**src/rtl/uart_tx_flow.sv**
```systemverilog
// uart_tx_flow: 8N1 UART transmitter with byte FIFO and synchronised CTS flow control.
//   clk      system clock, rising edge
//   reset    asynchronous active-high reset
//   wr_en    push wr_data into the FIFO
//   wr_data  byte to transmit
//   full     FIFO holds FIFO_DEPTH entries
//   empty    FIFO holds no entries
//   overflow one-cycle pulse after a write was dropped on a full FIFO
//   cts_n_i  active-low clear-to-send, asynchronous to clk
//   tx_o     registered serial output, idle high
//   busy     a frame is in progress
module uart_tx_flow #(
    parameter int CLKS_PER_BIT = 868,
    parameter int FIFO_DEPTH   = 16
) (
    input  logic       clk,
    input  logic       reset,
    input  logic       wr_en,
    input  logic [7:0] wr_data,
    output logic       full,
    output logic       empty,
    output logic       overflow,
    input  logic       cts_n_i,
    output logic       tx_o,
    output logic       busy
);
    localparam int AW = $clog2(FIFO_DEPTH);
    localparam int CW = $clog2(CLKS_PER_BIT);
    localparam logic [1:0] IDLE  = 2'd0;
    localparam logic [1:0] START = 2'd1;
    localparam logic [1:0] DATA  = 2'd2;
    localparam logic [1:0] STOP  = 2'd3;

    logic [7:0]    mem [FIFO_DEPTH];
    logic [AW-1:0] wptr, rptr;
    logic [AW:0]   count;
    logic [1:0]    state;
    logic [CW-1:0] cnt;
    logic [2:0]    idx;
    logic [7:0]    shift;
    logic          cts_meta, cts_sync;
    logic          cts_ok, bit_end, push, pop;

    assign cts_ok   = ~cts_sync;
    assign full     = count == (AW+1)'(FIFO_DEPTH);
    assign empty    = count == '0;
    assign busy     = state != IDLE;
    assign bit_end  = cnt == CW'(CLKS_PER_BIT - 1);
    assign push     = wr_en & ~full;
    // CTS is only consulted when a new frame may begin: from IDLE or at the last cycle of STOP
    assign pop      = ~empty & cts_ok & (state == IDLE | (state == STOP & bit_end));

    always_ff @(posedge clk or posedge reset)
        if (reset) {cts_sync, cts_meta} <= 2'b11;
        else       {cts_sync, cts_meta} <= {cts_meta, cts_n_i};

    always_ff @(posedge clk)
        if (push) mem[wptr] <= wr_data;

    always_ff @(posedge clk or posedge reset)
        if (reset) begin
            wptr     <= '0;
            rptr     <= '0;
            count    <= '0;
            overflow <= 1'b0;
        end else begin
            wptr     <= wptr + AW'(push);
            rptr     <= rptr + AW'(pop);
            count    <= count + (AW+1)'(push) - (AW+1)'(pop);
            overflow <= wr_en & full;
        end

    always_ff @(posedge clk or posedge reset)
        if (reset) begin
            state <= IDLE;
            cnt   <= '0;
            idx   <= '0;
            shift <= '0;
            tx_o  <= 1'b1;
        end else begin
            case (state)
                IDLE:
                    if (pop) begin
                        shift <= mem[rptr];
                        cnt   <= '0;
                        tx_o  <= 1'b0;
                        state <= START;
                    end
                START:
                    if (bit_end) begin
                        cnt   <= '0;
                        idx   <= '0;
                        tx_o  <= shift[0];
                        state <= DATA;
                    end else cnt <= cnt + CW'(1);
                DATA:
                    if (bit_end) begin
                        cnt   <= '0;
                        shift <= shift >> 1;
                        if (idx == 3'd7) begin
                            tx_o  <= 1'b1;
                            state <= STOP;
                        end else begin
                            idx  <= idx + 3'd1;
                            tx_o <= shift[1];
                        end
                    end else cnt <= cnt + CW'(1);
                default:
                    if (bit_end) begin
                        cnt <= '0;
                        // chain straight into the next start bit when more data is ready
                        if (pop) begin
                            shift <= mem[rptr];
                            tx_o  <= 1'b0;
                            state <= START;
                        end else state <= IDLE;
                    end else cnt <= cnt + CW'(1);
            endcase
        end
endmodule

```
**config.mk**
```make
export PLATFORM = sky130hd
export DESIGN_NAME = uart_tx_flow
export DESIGN_NICKNAME = d
export VERILOG_FILES = /design/src/rtl/uart_tx_flow.sv
export SDC_FILE = /design/constraint.sdc
export NUM_CORES = 1
export LEC_CHECK = 0
export ABC_AREA = 1
export BUFFER_PORTS_ARGS = -buffer_cell sky130_fd_sc_hd__buf_4
export CORE_MARGIN = 4
export CORE_UTILIZATION = 50
export DETAILED_ROUTE_END_ITERATION = 8
export PLACE_DENSITY = 0.75
export REMOVE_ABC_BUFFERS = 1
export SYNTH_ARGS = -nofsm -noshare
export SYNTH_HDL_FRONTEND = slang
export SYNTH_SLANG_ARGS = --single-unit
```
**constraint.sdc**
```tcl
create_clock -name clk -period 5 [get_ports clk]
set_input_delay 0.75 -clock clk [delete_from_list [all_inputs] [get_ports clk]]
set_output_delay 0.75 -clock clk [all_outputs]
set_load 0.01 [all_outputs]
```
[Yosys cells after proc, flatten, opt, wreduce, memory -nomap -nowiden]
Memory sizes are Yosys's and may differ from the RTL's.
Index checks and enable logic that the tools add are counted.
Word-level totals
  output and inout bits: 5
  memory bits (writable): 128
  register bits after elaboration: 40
  bits of input ports: 12
  logic and storage cells: 74
  memories kept: 1
Memory list
  mem: depth 16, width 8, rd ports 1, clocked after memory_dff 0, wr ports 1, line 34  | logic [7:0] mem [FIFO_DEPTH];
Operators by class
  equality and inequality tests: 11
  reductions and logical operators: 9
  $add $sub $neg: 6
  bitwise logic cells: 10
  muxes and demuxes: 26
Operator list (count)
  10-bit 2-to-1 mux: 3
  8-bit 2-to-1 mux: 3
  8-bit case mux with 3 select lines: 1
  10-bit by 1-bit adder with 10-bit output (second input constant): 1
  10-bit == test (second input constant): 1
  2-bit 2-to-1 mux: 5
  2-bit != test (second input constant): 5
  3-bit 2-to-1 mux: 3
  4-bit by 1-bit adder with 4-bit output: 2
  1-bit 2-to-1 mux: 8
  2-bit case mux with 3 select lines: 1
  3-bit case mux with 2 select lines: 1
  3-bit AND reduction: 2
  2-bit nonzero test: 3
  5-bit by 1-bit adder with 5-bit output: 1
  1-bit AND: 5
  5-bit == test (second input constant): 1
  5-bit logical NOT: 1
  5-bit AND reduction: 1
  5-bit by 1-bit subtractor with 5-bit output: 1
  2-bit == test (second input constant): 2
  1-bit NOT: 4
  4-bit AND reduction: 1
  3-bit by 1-bit adder with 3-bit output (second input constant): 1
  other kinds (5): 5

[Depth between registers and ports, before layout]
  word-level depth: 7
  mapped depth: 15
  mapped depth without buffers: 15

[Worst setup path before layout]
No wires, ideal clock.
  kind: register to register
  start: register state[0]
  end: register count[4]
  buffers on the path: 0
  stages on the path, launching flop included: 15
  data arrival time: 2326 ps
  path slack: 2546 ps
  required time: 4872 ps
  path through: dfrtp_1 > inv_1 > ha_1 > inv_1 > nand2_4 > nand2_4 > inv_1 > ha_1 > inv_1 > ha_1 > inv_1 > fa_1 > o21ai_0 > a21oi_1 > xor2_1
Between the ends
  cells in the longest elaborated chain, start to end: 5
  elaborated cells on any way between the ends: 6
  those cells by class: add/sub: 1; eq/ne: 1; bitwise: 3; reduce/logical: 1
RTL lines
  start, declared: line 37  | logic [1:0] state;
  start signal, assigned: line 75  | state <= IDLE;
  start signal, assigned: line 87  | state <= START;
  start signal, assigned: line 94  | state <= DATA;
  2-bit == test: line 51  | assign pop = ~empty & cts_ok & (state == IDLE | (state == STOP & bit_end));
  1-bit AND: line 51
  1-bit bitwise OR (*): line 51
  1-bit AND (*): line 51
  5-bit by 1-bit subtractor with 5-bit output (*): line 69  | count <= count + (AW+1)'(push) - (AW+1)'(pop);
  end signal, assigned: line 69
  end, declared: line 36  | logic [AW:0] count;
Mark *: on every way between the ends. The rest lies on a longest branch, timed or not.
A chain may end at the register's enable or synchronous reset.

[Worst setup path after layout]
  start: register cnt[0]
  end: register count[4]
Between the ends
  cells in the longest elaborated chain, start to end: 5
RTL lines
  start, declared: line 38  | logic [CW-1:0] cnt;
  start signal, assigned: line 95  | end else cnt <= cnt + CW'(1);
  start signal, assigned: line 107  | end else cnt <= cnt + CW'(1);
  start signal, assigned: line 117  | end else cnt <= cnt + CW'(1);
  10-bit == test: line 48  | assign bit_end = cnt == CW'(CLKS_PER_BIT - 1);
  1-bit AND: line 51
  1-bit bitwise OR: line 51
  1-bit AND: line 51
  5-bit by 1-bit subtractor with 5-bit output: line 69
Every way passes these cells.

==> flow_metrics.env <==
export IMPL_path_max_fanout=6
export IMPL_crit_arrival_ps=3010
export IMPL_dpl_hpwl_um=9740
export IMPL_critPathRequiredTime_ps=5300
export IMPL_ys_top_cells_by_area="edfxtp_1 52%, dfrtp_1 13%, nand2_1 7.0%"
export IMPL_drc_errors=0
export IMPL_clock_sinks=168
export IMPL_synthDistinctLibCells=36
export IMPL_rows=43
export IMPL_cp_start_kind="flop"
export IMPL_start_util_pct=52.0
export IMPL_path_clk_slew_ps=60
export IMPL_num_antenna_cells=0
export IMPL_grt_pass1_wl_um=24600
export IMPL_numPortBuffers=16
export IMPL_root_buffer="clkbuf_16"
export IMPL_wire_per_inst_um=17.2
export IMPL_fp_coreArea_sq_mm=0.0141
export IMPL_synth_seq_cells=168
export IMPL_peakVddDrop_uv=358
export IMPL_vias_per_cell=5.51
export IMPL_end_kind="flop"
export IMPL_ff_latch_area_sq_mm=0.00485
export IMPL_ioPinCount=17
export IMPL_synthesis_area_sq_mm=0.00733
export IMPL_gr_total_overflow=0
export IMPL_power_leakage_nw=3.27
export IMPL_finalHoldViolCount=0
export IMPL_maxCapViolCount=0
export IMPL_num_vias=4863
export IMPL_area_delta_synth_final_pct=10.7
export IMPL_max_freq_ghz=0.368
export IMPL_synth_seq_area_share_pct=66.1
export IMPL_synth_top_area_share_pct=52.4
export IMPL_antenna_found_initial=0
export IMPL_syn_avg_cell_area_sq_um=10.8
export IMPL_yosys_area_top_type="edfxtp_1"
export IMPL_fp_dieW_um=129
export IMPL_cts_resized=0
export IMPL_clock_skew_ps=7.11
export IMPL_drt_iter0_markers=570
export IMPL_synthCells=677
export IMPL_numCtsBuffers=17
export IMPL_final_nets=720
export IMPL_wl_um=15200
export IMPL_post_route_min_period_ps=2720
export IMPL_first_global_vias=4860
export IMPL_insertion_delay_ps=420
export IMPL_worstMarginPinSlew_ps=1050
export IMPL_rsz0062_at_grt="no"
export IMPL_hold_path_class="reg2reg"
export IMPL_die_h_um=129
export IMPL_maxSlewHeadroom_pct=29.6
export IMPL_status="finished, final reports clean"
export IMPL_min_period_over_period_pct=54.3
export IMPL_n_fill_cell=1119
export IMPL_place_gp_congestion=0.855
export IMPL_final_area_sq_mm=0.00812
export IMPL_placed_cell_area_sq_mm=0.00756
export IMPL_postCtsSetupBuffers=0
export IMPL_worstSetupPathType="reg2reg"
export IMPL_power_density_mw_per_mm2=406
export IMPL_setup_tns_ps=0
export IMPL_die_area_sq_mm=0.0167
export IMPL_ys_warn_count=0
export IMPL_postCtsHoldBufs=0
export IMPL_drv_slew=0
export IMPL_multi_input_area_sq_mm=0.00214
export IMPL_antenna_left=0
export IMPL_final_layout_size_suffix_gt1_share_pct=10.1
export IMPL_clk_path_buf_depth=2
export IMPL_grt_max_degree=67
export IMPL_cts_tree="done"
export IMPL_setup_viol=0
export IMPL_grt_util_all_layers_pct=19.4
export IMPL_dr_pass1_iters=6
export IMPL_h_tree_depth=4
## cell type report
cell class              instances  share of cell area (%)
well taps                     180                    2.77
multi-input cells             428                    26.4
clock buffers                  18                    5.29
clock inverters                14                    1.53
inverters                      57                    2.64
flip-flops and latches        168                    59.8
repair buffers                 18                    1.66
## worst paths after layout
kind	slack (ps)	start	cells past startpoint	end
max	2280	cnt[0]$_DFFE_PP0P_	15	count[4]$_DFF_PP0_
min reg2reg	360	cts_meta$_DFF_PP1_	0	cts_sync$_DFF_PP1_
min in group asynchronous	400	reset	2	wptr[3]$_DFF_PP0_
max in group asynchronous	3810	reset	3	cts_meta$_DFF_PP1_
max reg2reg	2280	cnt[0]$_DFFE_PP0P_	15	count[4]$_DFF_PP0_
min	360	cts_meta$_DFF_PP1_	0	cts_sync$_DFF_PP1_
## kinds of logic after synthesis
group / synth area share (%)
DFF: 66.1
buffers and inverters: 4.73
adders and majority gates: 3.17
xor gates and xnor gates: 1.19
and+or+nand+nor: 18.1
AOI/OAI and AO/OA: 6.74
## layout by cell type, fill, tap and decap left out, types with 2 or more instances in the layout
master      Yosys  layout
inv_1          50      50
xnor2_1         2       2
o22ai_1         3       3
o21ai_0        40      40
nor2_2          6       6
clkbuf_16       0      17
a21oi_1        32      32
clkinv_4        0       3
dfstp_2         3       3
o211ai_1        7       7
xor2_1          8       8
nor2_1         96      96
ha_1           17      17
o31ai_1         2       2
nand2_2         2       2
nand3_1        57      57
nand3b_1        2       2
dfrtp_1        37      36
clkinv_1        2       6
clkinvlp_4      0       2
inv_6           0       3
inv_2           5       5
edfxtp_1      128     128
buf_4           5      18
nand2_4         4       4
nand2_1       137     137
o21ai_1         3       3
## sequential cells by signal, indices dropped and copies added (netlist names)
register	cells
overflow	1
cts_meta	1
count	5
cts_sync	1
wptr	4
idx	3
tx_o	1
rptr	4
state	2
cnt	10
shift	8
mem	128
## critical path, cell delays in order, from the launching register on
cell and delay (ps):
dfrtp_1 380, ha_1 250, nand2_2 80, nor2_4 110, nand3_2 110, nand2_4 120, nand2_4 80, inv_1 110
ha_1 250, inv_1 70, ha_1 170, inv_1 60, fa_1 400, o21ai_0 170, a21oi_1 100, xor2_1 140
## per-layer routing
| metal | wire length [um] | track usage (%) | up-vias | part of all wire, % |
|---|---|---|---|---|
| met1 | 6200 | 24.2 | 2330 | 41 |
| met3 | 1130 | 5.61 | 27 | 7.4 |
| met5 | 0 | 0 | - | 0 |
| li1 | - | - | 2317 | - |
| met2 | 7350 | 31.8 | 189 | 48 |
| met4 | 494 | 7.84 | 0 | 3.3 |
## through the flow
stage / std cells / total power, W / hold WS [ps] / worst slack, ps / util (%)
2_1_floorplan: 653 / 0.00197 / 345 / 2360 / -
3_5_place_dp: 851 / 0.00209 / 350 / 2310 / 53.7
6_report: 883 / 0.00329 / 361 / 2280 / 57.6
5_1_grt: 883 / 0.00345 / 367 / 2120 / 57.6
4_1_cts: 883 / 0.00332 / 363 / 2290 / 57.6
3_3_place_gp: 851 / 0.00206 / 351 / 2460 / 53.7
## synthesized netlist by cell type
library cell,n
a21oi_1,32
buf_4,5
o31ai_1,2
o22ai_1,3
nand4_2,1
o21ai_0,40
xnor2_1,2
nor2_2,6
o21ai_1,3
edfxtp_1,128
clkinv_1,2
buf_6,1
nor2_1,96
nand2_1,137
buf_2,13
dfstp_2,3
a22o_1,1
a21oi_4,1
dfrtp_1,37
inv_1,50
ha_1,17
nand3_2,1
nand3b_1,2
nand3_1,57
xor2_1,8
clkbuf_1,5
inv_2,5
o211ai_1,7
nor3_2,1
a211oi_1,1
and3_1,1
nand2_4,4
nor3_1,1
fa_1,1
nand2_2,2
nor2_4,1
## report_power, final
group / leakage, nW / total (W) / internal (W) / switching [W]
logic: 1.36 / 0.000350 / 0.000109 / 0.000241
registers: 1.64 / 0.00172 / 0.00166 / 0.0000587
clock network: 0.263 / 0.00122 / 0.000688 / 0.000535
Note: power is estimated with default switching activity, not from simulation.
